File: src/rtl/fifo_read_stream_adapter.sv
// Reader-side adapter for a FIFO with registered data-valid return.
// It issues FIFO reads only when every returning word is guaranteed a slot
// in a local skid buffer. It also presents the buffered words downstream as a
// show-ahead valid/ready stream.
//
// Ports:
//   clk_i            sole clock (FIFO read clock)
//   rst_i            synchronous active-high reset (also clears the FIFO)
//   enable_i         permits new reads; in-flight reads still complete
//   fifoReadEnable_o FIFO readEnable (combinational from registered state)
//   fifoDataValid_i  FIFO dataOutValid
//   fifoData_i       FIFO dataOut
//   outValid_o       downstream valid (buffer non-empty)
//   outReady_i       downstream accept
//   outData_o        downstream data, head of the buffer
//   occupancy_o      number of words held in the buffer
//   protocolError_o  sticky error: unexpected or unstorable return word
module fifo_read_stream_adapter #(
    parameter int unsigned WIDTH          = 160,
    parameter int unsigned READ_LATENCY   = 1,
    parameter int unsigned BUF_DEPTH_LOG2 = 2
) (
    input  logic                      clk_i,
    input  logic                      rst_i,
    input  logic                      enable_i,
    output logic                      fifoReadEnable_o,
    input  logic                      fifoDataValid_i,
    input  logic [WIDTH-1:0]          fifoData_i,
    output logic                      outValid_o,
    input  logic                      outReady_i,
    output logic [WIDTH-1:0]          outData_o,
    output logic [BUF_DEPTH_LOG2:0]   occupancy_o,
    output logic                      protocolError_o
);

    localparam int unsigned DEPTH = 1 << BUF_DEPTH_LOG2;
    localparam int unsigned OCC_W = BUF_DEPTH_LOG2 + 1;
    localparam int unsigned PTR_W = BUF_DEPTH_LOG2;
    // Headroom for occupancy plus a popcount of up to 8 in-flight reads.
    localparam int unsigned SUM_W = OCC_W + 4;

    logic [READ_LATENCY-1:0] issue_q, issue_d;
    logic [PTR_W-1:0]        rd_ptr_q, rd_ptr_d;
    logic [PTR_W-1:0]        wr_ptr_q, wr_ptr_d;
    logic [OCC_W-1:0]        occ_q, occ_d;
    logic                    err_q, err_d;
    logic                    rst_dly_q;
    logic [WIDTH-1:0]        mem [DEPTH];

    logic [SUM_W-1:0]        reserved;
    logic                    issue;
    logic                    tail;
    logic                    full;
    logic                    push;
    logic                    pop;

    // Reads in flight, each holding a reserved buffer slot.
    always_comb begin
        reserved = '0;
        for (int unsigned i = 0; i < READ_LATENCY; i++) begin
            reserved = reserved + SUM_W'(issue_q[i]);
        end
    end

    // Issue only if buffered words plus outstanding reservations leave a free
    // slot. This is also held off on the cycle after reset so that the FIFO
    // clear settles.
    assign issue = enable_i & ~rst_i & ~rst_dly_q
                 & ((SUM_W'(occ_q) + reserved) < SUM_W'(DEPTH));

    // Next-state: issue pipe shift, buffer push/pop, sticky error.
    always_comb begin
        issue_d  = '0;
        rd_ptr_d = rd_ptr_q;
        wr_ptr_d = wr_ptr_q;
        occ_d    = occ_q;
        err_d    = err_q;

        issue_d[0] = issue;
        for (int unsigned i = 1; i < READ_LATENCY; i++) begin
            issue_d[i] = issue_q[i-1];
        end

        tail = issue_q[READ_LATENCY-1];
        full = (occ_q == OCC_W'(DEPTH));
        pop  = (occ_q != '0) & outReady_i;
        push = fifoDataValid_i & tail & ~full;

        // Any return that is not matched by a reservation, or that finds no
        // room, is dropped and flagged.
        if (fifoDataValid_i & ~(tail & ~full)) begin
            err_d = 1'b1;
        end

        if (push) begin
            wr_ptr_d = wr_ptr_q + PTR_W'(1);
        end
        if (pop) begin
            rd_ptr_d = rd_ptr_q + PTR_W'(1);
        end
        if (push & ~pop) begin
            occ_d = occ_q + OCC_W'(1);
        end else if (pop & ~push) begin
            occ_d = occ_q - OCC_W'(1);
        end
    end

    // Control state registers.
    always_ff @(posedge clk_i) begin
        if (rst_i) begin
            issue_q   <= '0;
            rd_ptr_q  <= '0;
            wr_ptr_q  <= '0;
            occ_q     <= '0;
            err_q     <= 1'b0;
            rst_dly_q <= 1'b1;
        end else begin
            issue_q   <= issue_d;
            rd_ptr_q  <= rd_ptr_d;
            wr_ptr_q  <= wr_ptr_d;
            occ_q     <= occ_d;
            err_q     <= err_d;
            rst_dly_q <= 1'b0;
        end
    end

    // Skid buffer storage; contents are don't-care while empty.
    always_ff @(posedge clk_i) begin
        if (push & ~rst_i) begin
            mem[wr_ptr_q] <= fifoData_i;
        end
    end

    assign fifoReadEnable_o = issue;
    assign outValid_o       = (occ_q != '0);
    assign outData_o        = mem[rd_ptr_q];
    assign occupancy_o      = occ_q;
    assign protocolError_o  = err_q;

endmodule

File: config.mk
export PLATFORM = sky130hd
export DESIGN_NAME = fifo_read_stream_adapter
export DESIGN_NICKNAME = d
export VERILOG_FILES = /design/src/rtl/fifo_read_stream_adapter.sv
export SDC_FILE = /design/constraint.sdc
export NUM_CORES = 1
export LEC_CHECK = 0
export CORE_MARGIN = 4
export CORE_UTILIZATION = 51
export DETAILED_ROUTE_END_ITERATION = 8
export PLACE_DENSITY = 0.75
export REMOVE_ABC_BUFFERS = 1
export SLEW_MARGIN = 20
export SYNTH_ARGS = -nofsm -noshare
export SYNTH_HDL_FRONTEND = slang
export SYNTH_SLANG_ARGS = --single-unit
File: constraint.sdc
create_clock -name clk_i -period 7.7 [get_ports clk_i]
set_input_delay 1.54 -clock clk_i [delete_from_list [all_inputs] [get_ports clk_i]]
set_output_delay 1.54 -clock clk_i [all_outputs]
set_load 0.1 [all_outputs]
* Word-level counts from Yosys, hierarchy flattened
Memories as Yosys holds them, arrays and structs flattened. A register that Yosys moved wholly into a read port is not among the register bits.
Index checks and enable logic that the tools add are counted.
** Storage, ports and cells
- Register bits after elaboration :: 10
- Bits in writable memories :: 640
- Input port bits :: 165
- Output and inout port bits :: 166
- Memories :: 1
** Operators by class
- Add/sub/neg operators :: 5
- $lt $le $gt $ge :: 1
- Eq/ne operators :: 1
- Muxes and demuxes :: 7
- Bitwise operators :: 17
- Reduce and logical (&&, ||, !) cells :: 2
** Memory list
- mem :: depth 4, width 160, rd ports 1, clocked after memory_dff 1, wr ports 1, line 48 : logic [WIDTH-1:0] mem [DEPTH];
** Operator list (number)
- $and 1x1->1 :: 11
- $mux 3 :: 2
- $not 1->1 :: 6
- $add 2x1->2 const B :: 2
- $add 3x1->4 :: 1
- $lt 4x3->1 const B :: 1
- $mux 2 :: 2
- $add 3x1->3 const B :: 1
- $eq 3x3->1 const B :: 1
- $mux 1 :: 3
- $reduce_bool 3->1 :: 1
- $sub 3x1->3 const B :: 1
- $reduce_bool 2->1 :: 1

* Logic depth before layout (Yosys ltp)
Gate-level depths: netlist of run 1.
- Depth after elaboration :: 7
- Gate-level depth with buffers :: 8
- Mapped depth without buffers :: 8

* Least setup slack after synthesis of run 1
OpenSTA, ideal clock, no wires.
- Path kind :: input -> register
- From :: input port rst_i
- To :: memory mem[0][0], enable pin
- Setup time :: 0.539 ns
- Arrival time :: 5.705 ns
- Path slack :: 1.455 ns
- Stages :: 3
- Buffers on the path :: 1
- Path through :: clkbuf_1 > nor3_1 > and2_1
** Between the ends
- Longest elaborated chain between the ends :: 4
** RTL lines
- start, declared :: line 24 : input logic rst_i,
- $not 1->1 :: line 129 : if (push & ~rst_i) begin
- $and 1x1->1 :: line 129
- $mux 1 :: line 129
- $mux 1 (not written as such) :: line 130 : mem[wr_ptr_q] <= fifoData_i;
- end, declared :: line 48
Every way passes these cells.

* Final worst setup path of run 1
- From :: input port rst_i
- To :: output port fifoReadEnable_o
** Between the ends
- Longest elaborated chain between the ends :: 4
** RTL lines
- $not 1->1 :: line 68 : assign issue = enable_i & ~rst_i & ~rst_dly_q
- $and 1x1->1 (2 in a row) :: line 68
- $and 1x1->1 :: line 69 : & ((SUM_W'(occ_q) + reserved) < SUM_W'(DEPTH));
- end, declared :: line 26 : output logic fifoReadEnable_o,
Every way passes these cells.

==> results of run 1 <==
## final cells by class
| cell class | count | area [µm²] | share of cell area |
|---|---|---|---|
| repair buffers | 343 | 3500 | 0.118 |
| multi-input cells | 201 | 3920 | 0.132 |
| clock buffers | 79 | 1670 | 0.0563 |
| flip-flops and latches | 652 | 19500 | 0.657 |
| clock inverters | 35 | 294 | 0.00992 |
| diodes | 7 | 17.5 | 0.000591 |
| inverters | 3 | 11.3 | 0.000380 |
| well taps | 600 | 751 | 0.0253 |
## flip-flops by register name, indices dropped and copies added (netlist names), named ones only
signal and count:
occupancy_o 3, mem 640, protocolError_o 1, rd_ptr_q 2, wr_ptr_q 2, rst_dly_q 1
issue_q 1
## worst min-delay path by stage
| stage | start | to | cells past startpoint | slack (ns) |
|---|---|---|---|---|
| 2_1_floorplan | issue_q | issue_q | 1 | 0.46 |
| 3_3_place_gp | issue_q | issue_q | 1 | 0.48 |
| 3_5_place_dp | issue_q | issue_q | 1 | 0.49 |
| 4_1_cts | issue_q | issue_q | 1 | 0.50 |
| 5_1_grt | rst_dly_q | issue_q | 2 | 0.52 |
| 6_report | issue_q | issue_q | 1 | 0.49 |
## critical path: stages
cell,delay [ns]
sky130_fd_sc_hd__clkdlybuf4s50_1,0.62
sky130_fd_sc_hd__or4b_2,0.74
sky130_fd_sc_hd__a31oi_1,0.17
sky130_fd_sc_hd__clkdlybuf4s50_1,1.16
## where the power goes
part	total, W	switching, W	internal [W]
registers	0.00400	0.0000574	0.00394
clock network	0.00291	0.00122	0.00169
logic	0.00376	0.00269	0.00106
total	0.0107	0.00397	0.00669
## cell usage after synthesis (all sizes together)
library cell,number,area [µm²]
nand2,1,3.75
dfxtp,12,240
clkbuf,7,26.3
or3,3,18.8
o31ai,2,15.0
o21ai,2,10.0
and2,4,25.0
nor2,7,26.3
o311ai,1,8.76
edfxtp,640,19200
fa,1,20.0
a21oi,2,10.0
xor2,4,35.0
or4b,2,20.0
buf,30,219
nor3,2,10.0
a31oi,2,12.5
inv,3,11.3
nor3b,2,20.0
mux4,160,3600
mux2i,1,10.0
ha,5,62.6
## metrics by stage
stage	instance area [µm²]	setup WS, ns	setup TNS [ns]	hold WS [ns]
global route	29600	1.85	0	0.524
global placement	27600	1.94	0	0.482
finish	29600	1.92	0	0.494
CTS	29600	1.93	0	0.498
detailed placement	27600	1.93	0	0.488
floorplan	23400	-1.59	-254.95	0.458
## logic make-up after synthesis
group	synth area share
flip-flops	0.824
AND/OR/NAND/NOR	0.00524
XOR/XNOR	0.00148
AO/OA/AOI/OAI	0.00238
adder cells (fa/ha/maj)	0.00350
multiplexers	0.153
buffers and inverters	0.0109
## routing by layer
metal  global-route usage  part of all wire  vias to the layer above
li1                     -                 -                     4636
met1                0.250              0.39                     5580
met2                0.293              0.50                      342
met3               0.0572             0.080                       68
met4               0.0551             0.021                       12
met5                    0            0.0015                        -
==> run summary, run 1 <==
• 0.518 — starting utilization of the core area
• 1920 — count of non-filler cells in the finished layout
• primary input — Critical Path Start Type
• output pin — capturing element type of the critical path
• 10600 — vias after detailed routing
• 0.06 ns — CTS clock-pin slew for the worst setup and hold paths
• mem[1][124] — worst flop-to-flop path endpoint
• 10 — initial antenna violation count
• 5.54 — vias per cell
• 652 — Yosys reg bits
• 0.824 — sequential element share of the synthesized area
• 671 — detailed router's first-iteration violation count
• sky130_fd_sc_hd__edfxtp_1 — commonest non-fill, non-tap cell in the layout
• 331 — Boundary Pins
• 3 — maximum number of buffers from clock root to sink
• 0 — Max Cap Viol
• 0.200 — fraction of layout instances using a drive strength above 1
• 0.184 — total routing resource utilization after global routing
• 11200 — vias in the first global route
• 26.5 µm² — syn_area_per_cell
• 45900 µm — final WL
• 5.78 ns — clock period minus final worst setup slack
• register to register — class of the tightest hold or removal check
• 0.750 — Final Cycle Share
• rst_i — Setup crit start
• 0.650 — Finished Core Util
• 1433 — total number of nets in the final design
• 0 — Antenna Violating Nets Remaining
• 0.0107 W — Design Power
• 223 µm — Die X-Extent
• 0 — hold buffer count at CTS
• fifoReadEnable_o — last element of the critical path
• finished, final reports clean — result of the run
• 0 — number of endpoints with negative hold slack in the final report
• 4.84 ns — register-to-register setup slack
• 61 — CTS Buf Count
• 5 — drt pass-1 iters
• sky130_fd_sc_hd__clkbuf_16 — master cell of the clock root buffer
• 0 — Final Slew Violations
• 0.337 mV — Max rail drop VDD
• primary input to output pin — Setup Crit Path Kind
• 4.24 ns — arrival time of data at the critical path endpoint
• 223 µm — Vert. Die Dim
• 96 — largest net degree at the start of global routing
• 640 x sky130_fd_sc_hd__edfxtp_1, 330 x sky130_fd_sc_hd__clkdlybuf4s50_1, 160 x sky130_fd_sc_hd__mux4_2, 63 x sky130_fd_sc_hd__clkbuf_16, 19 x sky130_fd_sc_hd__clkinv_1 — commonest cells after routing, fill and taps aside
• 893 — Cells after Synth
• 0 — number of design rule violations left after detail routing
• 0 — Congestion Overflow GR
• 23600 µm² — post-synth design cell area
• 173 MHz — Max Freq
• yes — clock tree from TritonCTS
• 9.16 nW — P_leak
• 25 — Distinct cells, synth
• 1.08 ns — Slew @ Worst Pin
• 2991 — fill cell total of the finished layout
• 360 nW/µm² — total power density per cell area
• 6.16 ns — Critical Path RT
• 0 — number of warnings printed during yosys synthesis
• 0.0122 ns — final worst clock skew
• 4 — reg2reg path depth
• 25.4% — post-synthesis to final-layout area growth
• 0.61 ns — clock latency at the later pin of the worst-skew pair
• 78 — row count
• 0 — final-report setup violation count
• 2 — H-tree level count
• 45600 µm² — area inside the core boundary
• 1798 — cell count after placement
• 69800 µm — wire length of the first global-routing pass
• no — RSZ-0062 raised after global routing
• occupancy_o[0] — reg2reg start
• 0.275 — relative max-transition margin
• 23.9 µm — average wire length per cell after detail routing
• 27100 µm — Detail Placement HPWL
• 0 — buffers inserted during post-CTS setup optimization
• 0.733 — routability cong.
• 13 — largest driver fanout on the critical path
• 330 — port buffer count
• 652 — number of sinks on the clock net
• 0 — total of cells resized after clock tree synthesis
• 49800 µm² — die outline area
Power figures use the tool's default switching activity.
==> run 2, diff against run 1 <==
Settings changed: CORE_UTILIZATION 51 to 49, PLACE_DENSITY 0.75 to 0.76.
Clock period 7.7 ns to 4.7 ns, I/O delays scaled along.
==> run 2 against run 1 <==
Worst hold slack improved by 0.0043 ns. Register-to-register slack got worse by 2.6 ns. Design area decreased by 1.1%. Sequential power increased by 65%. Clock power increased by 58%. Die area increased by 3.9%. Largest power group unchanged. Total power increased by 61%. Flip-flop and latch count unchanged. Via count decreased by 0.40%. Wire length decreased by 0.12%. Sequential share of layout area increased by 0.70 points. Combinational power increased by 59%.
==> run summary, run 2 (synthesized netlist as in run 1, its figures left out) <==
• 0 — final-report setup violation count, unchanged
• 0 — hold buffer count at CTS, unchanged
• 0.974 ns — setup slack at placement, -0.955 ns
• 0.495 — starting utilization of the core area, -0.0236
• 0.06 ns — CTS clock-pin slew for the worst setup and hold paths, about the same
• 0.60 ns — clock latency at the later pin of the worst-skew pair, about the same
• 27700 µm — Detail Placement HPWL, +2.0%
• 0.499 ns — worst hold slack, +0.00432 ns
• 0.376 — switching power as a share of total power, +0.00353
• 0.0166 ns — final worst clock skew, +0.00444 ns
• 0.283 — relative max-transition margin, +0.00876
• 4.14 ns — clock period minus final worst setup slack
• 586 nW/µm² — total power density per cell area, +63%
• 0 — total of cells resized after clock tree synthesis, unchanged
• 10600 — vias after detailed routing, -0.40%
• 242 MHz — Max Freq
• 2 — H-tree level count, unchanged
• 0 — buffers inserted during post-CTS setup optimization, unchanged
• 640 x sky130_fd_sc_hd__edfxtp_1, 209 x sky130_fd_sc_hd__clkdlybuf4s50_1, 160 x sky130_fd_sc_hd__mux4_2, 131 x sky130_fd_sc_hd__buf_4, 63 x sky130_fd_sc_hd__clkbuf_16 — commonest cells after routing, fill and taps aside
• no — RSZ-0062 raised after global routing
• 0.294 — fraction of layout instances using a drive strength above 1, +0.0939
• 0 — Antenna Violating Nets Remaining, unchanged
• finished, final reports clean — result of the run
• 7 — initial antenna violation count, -3
• 0.562 ns — crit path setup slack, layout, -1.36 ns
• 4 — drt pass-1 iters, -1
• 0 ns — setup TNS, unchanged
• 9.27 nW — P_leak, +1.2%
• 3.20 ns — arrival time of data at the critical path endpoint, -1.04 ns
• 0 — number of endpoints with negative hold slack in the final report, unchanged
• 0.880 — Final Cycle Share
• 0.348 — relative contribution of combinational cells to total power, -0.004
• 0 — Congestion Overflow GR, unchanged
• 640 — flip-flop count of the largest register, all copies and words added, unchanged
• 68500 µm — wire length of the first global-routing pass, -1.8%
• register to register — class of the tightest hold or removal check
• 23.7 µm — average wire length per cell after detail routing, -0.69%
• 1.07 ns — Slew @ Worst Pin, -0.0131 ns
• 80 — row count, +2.6%
• 51800 µm² — die outline area, +3.9%
• sky130_fd_sc_hd__clkbuf_16 — master cell of the clock root buffer
• register to output pin — Setup Crit Path Kind
• 331 — Boundary Pins, unchanged
• 0.176 — total routing resource utilization after global routing, -0.00811
• 0.711 — routability cong., -3.0%
• output pin — capturing element type of the critical path
• 0 — number of design rule violations left after detail routing, unchanged
• 43 — largest driver fanout on the critical path, +30
• 228 µm — Vert. Die Dim, +1.9%
• 0.514 mV — Max rail drop VDD, +52%
• 652 — number of sinks on the clock net, unchanged
• 47700 µm² — area inside the core boundary, +4.8%
• 0 — Final Slew Violations, unchanged
• 24.1% — post-synthesis to final-layout area growth
• 61 — CTS Buf Count, unchanged
• yes — clock tree from TritonCTS
• 0.385 — sequential fraction of design power, +0.010
• 0.0107 W — Internal Dissipation, +60%
• mem — top register by number of flip-flops
• 0.00646 W — NetSw, +63%
• 0.267 — Clk pwr share, -0.006
• 62 — largest net degree at the start of global routing, -35%
• 3.76 ns — Critical Path RT, -2.40 ns
• 629 — detailed router's first-iteration violation count, -6.3%
• sky130_fd_sc_hd__edfxtp_1 — commonest non-fill, non-tap cell in the layout
• 11300 — vias in the first global route, +0.66%
• 228 µm — Die X-Extent, +1.9%
• 3 — maximum number of buffers from clock root to sink, unchanged
• 0 — Max Cap Viol, unchanged
• 45800 µm — final WL, -0.12%
• 5.49 — vias per cell, -0.97%
• register — Critical Path Start Type
• 330 — port buffer count, unchanged
• 1440 — total number of nets in the final design, +0.49%
run 2: cell count changes in the layout (fill, tap and decap cells not counted), sizes merged:
cell	previous run	this run
buf	13	141
clkdlybuf4s50	330	209
clkbuf	79	76
diode	7	4
clkinv	26	24
inv	6	4
bufinv	5	4
run 2: metrics by stage:
stage	instances	util	area, µm²	power (W)
detailed placement	1821	0.575	27400	0.0128
global route	1928	0.614	29300	0.0178
floorplan	856	-	23400	0.0110
CTS	1927	0.614	29300	0.0174
finish	1931	0.614	29300	0.0172
global placement	1821	0.575	27400	0.0127
run 2: worst max-delay path: stages, from the launching register on:
cell and delay (ns):
sky130_fd_sc_hd__dfxtp_4 0.90, sky130_fd_sc_hd__mux4_2 0.60, sky130_fd_sc_hd__clkdlybuf4s50_1 1.02
run 2: worst paths after layout:
kind	endpoint	cells after the start	slack [ns]	startpoint
worst min register to register	issue_q	2	0.50	rst_dly_q
worst max register to register	mem[2][71]	4	2.20	occupancy_o[1]
worst max-delay path	outData_o[74]	2	0.56	register
worst min-delay path	issue_q	2	0.50	rst_dly_q
run 2: layout make-up:
class	instances	area, µm²
Antenna cell	4	10.0
Clock buffer	76	1630
Clock inverter	30	236
Fill cell	3221	18400
Inverter	3	11.3
Multi-Input combinational cell	201	3920
Sequential cell	652	19500
Tap cell	615	769
Timing Repair Buffer	350	3280
run 2: routing by layer:
| layer | GRT usage | wire (µm) | up-vias | part of all wire |
|---|---|---|---|---|
| met3 | 0.0508 | 3610 | 87 | 0.079 |
| met4 | 0.0584 | 1180 | 8 | 0.026 |
| met2 | 0.282 | 22800 | 335 | 0.50 |
| li1 | - | - | 4632 | - |
| met5 | 0 | 51 | - | 0.0011 |
| met1 | 0.237 | 18200 | 5533 | 0.40 |
run 2: power groups by stage:
stage | registers [W] | clock network (W) | logic, W
global placement | 0.00675 | 0 | 0.00600
floorplan | 0.00696 | 0 | 0.00404
global route | 0.00664 | 0.00499 | 0.00615
CTS | 0.00663 | 0.00472 | 0.00604
detailed placement | 0.00675 | 0 | 0.00603
finish | 0.00661 | 0.00459 | 0.00597
==> run 3, diff against run 2 <==
Settings changed: CORE_MARGIN 4 to 10.
==> run 3 against run 2 <==
Count of clock-buffer cells in the layout up 2. Sequential share of layout area decreased by 0.88 points. Critical endpoint is now outData_o[113]. Largest cell class unchanged. Highest routed layer unchanged. Fmax shrank 0.83%. First-iteration DRC count grew 5.2%. Utilization is 0.83 points higher. Flip-flop and latch count stayed put.
==> run summary, run 3 (synthesized netlist as in run 1, its figures left out) <==
• sky130_fd_sc_hd__edfxtp_1 — commonest non-fill, non-tap cell in the layout
• 27600 µm² — Post-Place Cell Area, +0.75%
• 0 — Antenna Violating Nets Remaining, unchanged
• 4 — initial antenna violation count, -3
• 4.17 ns — clock period minus final worst setup slack, +0.0348 ns
• 3.76 ns — Critical Path RT, about the same
• register to output pin — Setup Crit Path Kind
• sky130_fd_sc_hd__clkbuf_16 — master cell of the clock root buffer
• 640 x sky130_fd_sc_hd__edfxtp_1, 216 x sky130_fd_sc_hd__clkdlybuf4s50_1, 160 x sky130_fd_sc_hd__mux4_2, 133 x sky130_fd_sc_hd__buf_4, 63 x sky130_fd_sc_hd__clkbuf_16 — commonest cells after routing, fill and taps aside
• finished, final reports clean — result of the run
• 3.23 ns — arrival time of data at the critical path endpoint, +0.03 ns
• mem — top register by number of flip-flops
• 0.277 — relative max-transition margin, -0.00671
• 61 — CTS Buf Count, unchanged
• 25.7% — post-synthesis to final-layout area growth
• 240 µm — Die X-Extent, +5.3%
• 0.764 — routability cong., +7.5%
• 29700 µm² — post-route standard cell area excluding fillers, +1.3%
• yes — clock tree from TritonCTS
• 0.0176 W — Design Power, +2.3%
• buf_12 -> mux4_2 -> clkdlybuf4s50_1 — ordered list of cells on the worst path
• 1952 — count of non-filler cells in the finished layout, +1.1%
• 30600 µm — Detail Placement HPWL, +10%
• 662 — detailed router's first-iteration violation count, +5.2%
• output pin — capturing element type of the critical path
• 5.54 — vias per cell, +0.99%
• 0 — hold buffer count at CTS, unchanged
• 0.495 — starting utilization of the core area, unchanged
• register to register — class of the tightest hold or removal check
• 72700 µm — wire length of the first global-routing pass, +6.0%
• 0.344 — relative contribution of combinational cells to total power, -0.004
• 652 — number of sinks on the clock net, unchanged
• buffers and inverters — largest delay contributor family on the critical path
• 0.622 — Finished Core Util, +0.00825
• 33 — largest driver fanout on the critical path, -23%
• 10800 — vias after detailed routing, +2.1%
• 1836 — cell count after placement, +0.82%
• 57400 µm² — die outline area, +11%
• 331 — Boundary Pins, unchanged
• 2 — CP Buf/Inv Count, +1
• 0.283 — Clk pwr share, +0.016
• 0 — total of cells resized after clock tree synthesis, unchanged
• 0.61 ns — clock latency at the later pin of the worst-skew pair, about the same
• register — Critical Path Start Type
• 47700 µm² — area inside the core boundary, unchanged
• 0.0110 W — Internal Dissipation, +2.8%
• 0 — Final Slew Violations, unchanged
• 330 — port buffer count, unchanged
• 3 — maximum number of buffers from clock root to sink, unchanged
• 0 — final-report setup violation count, unchanged
• 11500 — vias in the first global route, +1.9%
• 0.99 ns — Worst path max stage delay, -0.03 ns
• 0 — Congestion Overflow GR, unchanged
• sky130_fd_sc_hd__clkdlybuf4s50_1 — Worst path slowest cell
• 0.0174 ns — final worst clock skew, +0.000807 ns
• 80 — row count, unchanged
• 87 — largest net degree at the start of global routing, +40%
• 240 µm — Vert. Die Dim, +5.3%
• 24.8 µm — average wire length per cell after detail routing, +4.7%
• no — RSZ-0062 raised after global routing
• 0.405 mV — Max rail drop VDD, -21%
• 0.308 — fraction of layout instances using a drive strength above 1, +0.0139
• 0.06 ns — CTS clock-pin slew for the worst setup and hold paths, about the same
• 0.373 — switching power as a share of total power, -0.00286
• 1455 — total number of nets in the final design, +1.0%
• 0.888 — Final Cycle Share, +0.00741
• 0 — Antenna Cells, -4
• 0 — number of endpoints with negative hold slack in the final report, unchanged
• 0.00656 W — NetSw, +1.6%
• 0 — buffers inserted during post-CTS setup optimization, unchanged
• 592 nW/µm² — total power density per cell area, +0.99%
• 0.169 — total routing resource utilization after global routing, -0.00745
• 1.08 ns — Slew @ Worst Pin, +0.0100 ns
• 2 — H-tree level count, unchanged
• 240 MHz — Max Freq, -0.83%
• 640 — flip-flop count of the largest register, all copies and words added, unchanged
• 6 — drt pass-1 iters, +2
• 0 — Max Cap Viol, unchanged
• 0 — number of design rule violations left after detail routing, unchanged
• 0.373 — sequential fraction of design power, -0.012
• 9.47 nW — P_leak, +2.2%
• 48500 µm — final WL, +5.8%
-- run 3: cell types whose count changed in the layout (fill, tap and decap cells not counted), sizes merged --
cell / delta
bufinv: +4
diode: -4
clkinv: +4
buf: +8
clkbuf: +2
clkdlybuf4s50: +7
-- run 3: worst paths after layout --
check,start,to,slack (ns),depth (start not counted)
setup / recovery,register,outData_o[113],0.53,3
hold / removal,rst_dly_q,issue_q,0.51,2
setup reg to reg,occupancy_o[0],mem[1][54],2.17,4
hold reg to reg,rst_dly_q,issue_q,0.51,2
-- run 3: stage by stage --
stage          hold WS (ns)  setup slack (ns)  setup TNS, ns
5_1_grt               0.527             0.350              0
3_5_place_dp          0.493             0.977              0
4_1_cts               0.505             0.441              0
6_report              0.506             0.527              0
3_3_place_gp          0.487             0.974              0
2_1_floorplan         0.458             -3.99       -1341.66
-- run 3: metal layers --
layer | track usage | vias to the layer above | wire length [µm] | share of wire
met3 | 0.0557 | 71 | 3940 | 0.081
met2 | 0.274 | 324 | 24400 | 0.50
met1 | 0.215 | 5747 | 19100 | 0.39
met5 | 0 | - | 48 | 0.00099
met4 | 0.0448 | 8 | 1030 | 0.021
li1 | - | 4666 | - | -
-- run 3: layout make-up --
type	instances	area (µm²)
multi-input combinational	201	3920
clock inverter	38	388
timing repair buffer	365	3480
sequential	652	19500
clock buffer	78	1670
inverter	3	11.3
tap	615	769
fill	3142	18000
-- run 3: worst register-to-register path: stages (launching register included) --
cell and delay [ns]:
sky130_fd_sc_hd__dfxtp_1 0.55, sky130_fd_sc_hd__nor3b_2 0.14, sky130_fd_sc_hd__nor3_1 0.43, sky130_fd_sc_hd__and2_4 0.75, sky130_fd_sc_hd__buf_12 0.33
-- run 3: power groups by stage --
| stage | Clock, W | Combinational, W | Sequential [W] |
|---|---|---|---|
| after floorplan | 0 | 0.00404 | 0.00696 |
| after global placement | 0 | 0.00610 | 0.00669 |
| after detailed placement | 0 | 0.00612 | 0.00670 |
| after CTS | 0.00508 | 0.00613 | 0.00657 |
| after global routing | 0.00532 | 0.00624 | 0.00658 |
| final | 0.00497 | 0.00605 | 0.00656 |
